--- src/rtl/masked_sbox_pkg.sv ---
// Shared constants for the masked S-box lookup sequencer: FSM encoding,
// lookup-table page selectors and BRAM read latency.
package masked_sbox_pkg;

  typedef enum logic [2:0] {
    IDLE   = 3'd0,
    ISSUE0 = 3'd1,
    ISSUE1 = 3'd2,
    WAIT0  = 3'd3,
    WAIT1  = 3'd4,
    DONE   = 3'd5
  } sbox_state_e;

  // Table pages: share0/share1 contribution for output share 0 and share 1
  localparam logic [1:0] PG_A0 = 2'b00;
  localparam logic [1:0] PG_B0 = 2'b01;
  localparam logic [1:0] PG_A1 = 2'b10;
  localparam logic [1:0] PG_B1 = 2'b11;

  localparam int BRAM_LAT = 2;

endpackage

--- src/rtl/masked_sbox_lut_seq.sv ---
// Two-share masked S-box via an external dual-port lookup BRAM: issues two
// address pairs, captures the registered read data and refreshes with r.
module masked_sbox_lut_seq #(
  parameter int BRAM_LAT = masked_sbox_pkg::BRAM_LAT
) (
  input  logic       clk,
  input  logic       rst,
  input  logic       in_valid,
  output logic       in_ready,
  input  logic [7:0] in_s0,
  input  logic [7:0] in_s1,
  input  logic [7:0] in_r,
  output logic [9:0] bram_addra,
  output logic [9:0] bram_addrb,
  output logic       bram_en,
  output logic       bram_rst,
  input  logic [7:0] bram_doa,
  input  logic [7:0] bram_dob,
  output logic       out_valid,
  input  logic       out_ready,
  output logic [7:0] out_s0,
  output logic [7:0] out_s1
);
  import masked_sbox_pkg::*;

  // The WAIT0/WAIT1 capture points are fixed to a two-cycle BRAM pipeline
  if (BRAM_LAT != 2) begin : g_lat_chk
    $error("masked_sbox_lut_seq supports BRAM_LAT == 2 only");
  end

  sbox_state_e r_state, w_nxt;

  logic [7:0] r_s0, r_s1, r_r;
  logic [7:0] r_a0, r_b0;
  logic [7:0] r_out_s0, r_out_s1;
  logic       r_out_valid;
  logic       r_bram_rst;
  logic [9:0] w_addra, w_addrb;
  logic       w_en;

  always_ff @(posedge clk) begin
    if (!rst) r_state <= IDLE;
    else      r_state <= w_nxt;
  end

  always_comb begin
    w_nxt   = r_state;
    w_addra = 10'h000;
    w_addrb = 10'h000;
    w_en    = 1'b0;
    case (r_state)
      IDLE:   if (in_valid) w_nxt = ISSUE0;
      ISSUE0: begin
        w_nxt   = ISSUE1;
        w_en    = 1'b1;
        w_addra = {PG_A0, r_s0};
        w_addrb = {PG_B0, r_s1};
      end
      ISSUE1: begin
        w_nxt   = WAIT0;
        w_en    = 1'b1;
        w_addra = {PG_A1, r_s0};
        w_addrb = {PG_B1, r_s1};
      end
      WAIT0:  begin w_nxt = WAIT1; w_en = 1'b1; end
      WAIT1:  begin w_nxt = DONE;  w_en = 1'b1; end
      DONE:   if (out_ready) w_nxt = IDLE;
      default: w_nxt = IDLE;
    endcase
  end

  // Shares only meet inside the output registers; A1/B1 are captured
  // directly into the share-1 XOR so out_valid lands at accept+5.
  always_ff @(posedge clk) begin
    if (!rst) begin
      r_s0        <= '0;
      r_s1        <= '0;
      r_r         <= '0;
      r_a0        <= '0;
      r_b0        <= '0;
      r_out_s0    <= '0;
      r_out_s1    <= '0;
      r_out_valid <= 1'b0;
    end else begin
      case (r_state)
        IDLE: if (in_valid) begin
          r_s0 <= in_s0;
          r_s1 <= in_s1;
          r_r  <= in_r;
        end
        WAIT0: begin
          r_a0 <= bram_doa;
          r_b0 <= bram_dob;
        end
        WAIT1: begin
          r_out_s0    <= r_a0 ^ r_b0 ^ r_r;
          r_out_s1    <= bram_doa ^ bram_dob ^ r_r;
          r_out_valid <= 1'b1;
        end
        DONE: if (out_ready) r_out_valid <= 1'b0;
        default: ;
      endcase
    end
  end

  always_ff @(posedge clk) r_bram_rst <= ~rst;

  assign in_ready   = (r_state == IDLE);
  assign bram_addra = w_addra;
  assign bram_addrb = w_addrb;
  assign bram_en    = w_en;
  assign bram_rst   = r_bram_rst;
  assign out_valid  = r_out_valid;
  assign out_s0     = r_out_s0;
  assign out_s1     = r_out_s1;

endmodule

--- config.mk ---
export PLATFORM = sky130hd
export DESIGN_NAME = masked_sbox_lut_seq
export DESIGN_NICKNAME = d
export VERILOG_FILES = /design/src/rtl/masked_sbox_pkg.sv /design/src/rtl/masked_sbox_lut_seq.sv
export SDC_FILE = /design/constraint.sdc
export NUM_CORES = 1
export LEC_CHECK = 0
export ABC_AREA = 1
export CORE_ASPECT_RATIO = 2
export CORE_MARGIN = 4
export CORE_UTILIZATION = 46
export DETAILED_ROUTE_END_ITERATION = 8
export PLACE_DENSITY = 0.83
export SYNTH_ARGS = -nofsm -noshare
export SYNTH_HDL_FRONTEND = slang
export SYNTH_SLANG_ARGS = --single-unit
--- constraint.sdc ---
create_clock -name clk -period 1.8 [get_ports clk]
set_clock_uncertainty 0.15 [all_clocks]
set_input_delay 0.27 -clock clk [delete_from_list [all_inputs] [get_ports clk]]
set_output_delay 0.27 -clock clk [all_outputs]
set_load 0.005 [all_outputs]
## Word-level counts from Yosys, hierarchy flattened

Index checks and enable logic that the tools add are counted.

| word-level totals | value |
|---|---|
| output and inout port bits | 40 |
| logic and storage cells | 36 |
| bits in writable memories | 0 |
| flip-flop bits (word level) | 61 |
| latch bits | 0 |
| memories | 0 |
| bits in read-only memories | 0 |

| cells by class | value |
|---|---|
| divide/modulo/power cells | 0 |
| shift operators | 0 |
| mux-type cells | 8 |
| reductions and logical operators | 6 |
| magnitude comparators | 0 |
| add/subtract/negate cells | 0 |
| multiply operators | 0 |
| equal/unequal tests | 7 |
| bitwise logic cells | 5 |

Operators by type and width:

| operator | count |
|---|---|
| $pmux 10 s2 | 2 |
| $xor 8x8->8 | 4 |
| $pmux 3 s6 | 1 |
| $eq 3x2->1 const B | 2 |
| $eq 3x3->1 const B | 2 |
| $mux 3 | 2 |
| $reduce_and 2->1 | 3 |
| $ne 2x2->1 const B | 2 |
| $reduce_or 4->1 | 1 |
| $eq 3x1->1 const B | 1 |
| $logic_not 3->1 | 1 |
| $mux 1 | 2 |
| $pmux 1 s2 | 1 |
| $reduce_bool 2->1 | 1 |
| $not 1->1 | 1 |

## Longest topological paths before layout

| logic depth | value |
|---|---|
| depth in word-level cells | 3 |
| depth in mapped cells | 7 |

## Least setup slack after synthesis

Ideal clock, no wire load.

| timing path | value |
|---|---|
| path type | register to output |
| start point | reg r_state[0] |
| end point | out bram_addra[1] |
| setup slack | 320 ps |
| cell stages (with the launch flop) | 6 |
| path buffers | 1 |
| arrival time | 1060 ps |
| data required time | 1380 ps |
| path through | dfxtp_1 nor2_4 nor3_4 inv_2 buf_6 nor2_2 |

| between the ends | value |
|---|---|
| word-level cells in the longest chain between the ends | 2 |

Ends and longest elaborated chain:

| element | RTL line | RTL |
|---|---|---|
| start, declared | masked_sbox_lut_seq.sv:31 | `sbox_state_e r_state, w_nxt;` |
| start signal, assigned | masked_sbox_lut_seq.sv:43 | `else r_state <= w_nxt;` |
| $eq 3x2->1 or $eq 3x1->1 (tied branches) | masked_sbox_lut_seq.sv:51 | `case (r_state)` |
| $pmux 10 s2 (*) | masked_sbox_lut_seq.sv:51 |  |
| end, declared | masked_sbox_lut_seq.sv:13 | `output logic [9:0] bram_addra,` |

Mark *: on every way between the ends. The rest lies on a longest branch, timed or not.

## Final worst setup path

| timing path | value |
|---|---|
| start point | reg r_state[1] |
| end point | out bram_addrb[1] |

| between the ends | value |
|---|---|
| word-level cells in the longest chain between the ends | 2 |

Ends and longest elaborated chain:

| element | RTL line | RTL |
|---|---|---|
| $eq 3x2->1 or $eq 3x1->1 (tied branches) | masked_sbox_lut_seq.sv:51 |  |
| $pmux 10 s2 (*) | masked_sbox_lut_seq.sv:51 |  |
| end, declared | masked_sbox_lut_seq.sv:14 | `output logic [9:0] bram_addrb,` |

Marked as above.

==> results by group <==
Placed design
  – Port bufs: 82
  – DP Cell Count: about 640
  – Placer Congestion: just under 0.8
  – DP HPWL: between 5 and 6 mm
  – DP Worst Slack: -0.166 ns

Floorplanning
  – Initial Util: between 40% and 50%
  – Row cnt: slightly above 40
  – DIE WIDTH: around 65 um
  – Core area: 6360 sq um
  – I/O pin count: 84
  – Die area: ~8000 sq um
  – Die Ht: 123 um

Critical path
  – Crit-path max FO: 5
  – CP arrival: 1.54 ns
  – Worst setup SP type: register
  – Worst endpoint required time: around 1.4 ns
  – CP top delay family: buffers and inverters
  – Top cell by count, worst path: buf_6
  – CP max stage cell: dfxtp_4
  – Crit-path cells: nand2_4 > inv_2 > nor3_4 > buf_6 > buf_8 > clkinv_8 > nor2_4 > buf_6
  – Setup CP Type: reg2out
  – Buf+Inv Stages, Crit Path: 5
  – CP Capture Type: output port
  – Worst path max stage delay: 0.36 ns

Synthesis
  – Gate Count Post-Synth: about 480
  – Synth Register Bits: 61
  – Syn avg cell area: approximately 6.3 sq um
  – Synthesized Nets: approximately 520
  – Cell Area, Synth: 3030 sq um
  – Yosys warns: 0
  – Sequential-to-total area share from yosys stat: 40.3%
  – Cell variety after synth: 23

Timing
  – Final Max Tran Viols: 0
  – Final worst path period share: 109%
  – Final min period: about 2.0 ns
  – Number of setup violations in the final report: 18
  – Setup_tns: -2.11 ns
  – Unrepaired setup endpoints after global routing: yes
  – Max frequency: between 500 and 600 MHz
  – Final worst slack: -0.158 ns
  – Hold Vio Cnt, Final: 0

Global route
  – Number of global-route vias before repair: 3056
  – Largest net degree at the start of global routing: between 40 and 50
  – Antenna violations before repair: 0
  – Total GRT Usage: 21.1%
  – Grt ovf: 0
  – First-pass GRT wire length: approximately 13 mm

Power
  – Leak: ~2.1 nW
  – Power, Total: around 4.5 mW
  – PD cells: around 1000 nW/um^2
  – Max VDD drop: between 0.7 and 0.8 mV

Final layout
  – Nets: around 620
  – FILL cells: 526
  – Share of cells above drive strength 1: between 15 and 20%
  – Antenna cells: 0
  – Finished Layout Cells: between 600 and 700
  – Area delta synth->final: 47.3%
  – Final Core Density: around 70%

Run status
  – Status: complete, but fails checks
  – Violated checks: setup timing

Clock network
  – Worst-Skew Late Latency: 0.33 ns
  – CTS max path bufs: 2
  – CTS Hold Bufs: 0
  – CTS Sinks: between 60 and 70
  – TritonCTS buffer count: 9
  – Root Driver: clkbuf_16
  – CTS HTree Levels: 3
  – Clock slew at reported path FFs: roughly 0.050 ns
  – TritonCTS clock tree: built

Route
  – Pre-Repair DR Iteration Count: 4
  – Iter 0 DRT Violations: between 100 and 150
  – Drt wl/cell: approximately 13 um
  – DRC violations left: 0
  – Post-Route WL: 8.49 mm
  – Post-detailed-route count of antenna-violating nets: 0
  – Avg Vias per Cell: about 4.8
  – Vias after detailed routing: about 3200

Flow run
  – Max-cap check violation count: 0

Min path
  – Worst min path class: reg2reg
==> metrics by stage <==
step	instance area [sq um]	hold slack, ns
after global routing	4470	0.360
after detailed placement	3960	0.311
final	4470	0.323
after global placement	3960	0.299
after CTS	4340	0.319
after floorplan	3030	0.255
==> synth_stat cells, drive strengths merged <==
| master | n | area, sq um |
|---|---|---|
| clkinv | 1 | 3.75 |
| nor3 | 3 | 26.3 |
| inv | 87 | 327 |
| dfxtp | 61 | 1220 |
| buf | 17 | 118 |
| nand2 | 126 | 478 |
| a21oi | 35 | 175 |
| conb | 1 | 3.75 |
| nand4 | 1 | 6.26 |
| nand3 | 43 | 220 |
| nor2 | 80 | 338 |
| clkbuf | 4 | 15.0 |
| o21ai | 20 | 100 |
==> worst reg2reg max path, delay by kind of cell (launching register included) <==
kind / cells / cell delay [ns]
buffers and inverters: 3 / 0.57
DFF: 1 / 0.38
AOI/OAI and AO/OA: 2 / 0.29
and+or+nand+nor: 2 / 0.15
==> layout make-up <==
| cell class | instances | area (sq um) | area share (%) |
|---|---|---|---|
| timing repair buffer | 105 | 982 | 22.0 |
| timing repair inverter | 3 | 27.5 | 0.616 |
| sequential | 61 | 1230 | 27.5 |
| clock buffer | 12 | 256 | 5.74 |
| inverter | 88 | 345 | 7.73 |
| tap | 86 | 108 | 2.41 |
| clock inverter | 4 | 70.1 | 1.57 |
| multi-input combinational | 309 | 1450 | 32.4 |
==> flip-flops by register name, indices dropped and copies added, names as in the netlist <==
signal / cells
out_valid: 1
out_s0: 8
r_a0: 8
out_s1: 8
r_r: 8
bram_rst: 1
r_state: 3
r_s1: 8
r_b0: 8
r_s0: 8
==> power by group <==
| group | switching [mW] | total, mW | internal [mW] |
|---|---|---|---|
| registers | 0.0742 | 1.55 | 1.47 |
| logic | 0.587 | 1.08 | 0.492 |
| clock network | 0.584 | 1.86 | 1.28 |
| total | 1.25 | 4.49 | 3.25 |
==> cells in the final DEF (no fill, tap or decap), drive strengths merged, types with 2 or more instances in the layout <==
master,n
nand2,126
inv,88
nor2,80
clkdlybuf4s50,61
dfxtp,61
nand3,43
buf,40
a21oi,35
o21ai,20
clkbuf,12
clkinv,4
dlygate4sd2,3
nor3,3
bufinv,2
==> layer usage <==
metal	vias to the layer above	GRT usage, %	wire [um]
li1	1637	-	-
met5	-	0	0
met2	95	38.1	4490
met1	1448	20.9	3110
met4	0	12.7	402
met3	29	5.31	486
==> cell families (layout without fill, tap and decap cells) <==
kind of cell | after synthesis | after routing | synth area share (%)
AND/OR/NAND/NOR | 253 | 253 | 35.2
buffers and inverters | 109 | 212 | 15.3
flip-flops | 61 | 61 | 40.3
AO/OA/AOI/OAI | 55 | 55 | 9.08
other | 1 | 1 | 0.124
==> worst paths after layout <==
path              start             to  slack (ns)  cells after the start
max          r_state[1]  bram_addrb[1]       -0.16                      8
min           out_valid      out_valid        0.32                      2
max reg2reg  r_state[0]        r_a0[2]        0.18                      7
min reg2reg   out_valid      out_valid        0.32                      2
==> repair_timing <==
item | in CTS | in global routing
gates resized for setup | 93 | 29
setup buffers | 10 | 2
gates cloned | 2 | 1
pin swaps | 2 | 3
endpoints found under the setup margin | 21 | 21
(Power assumes the default switching activity.)
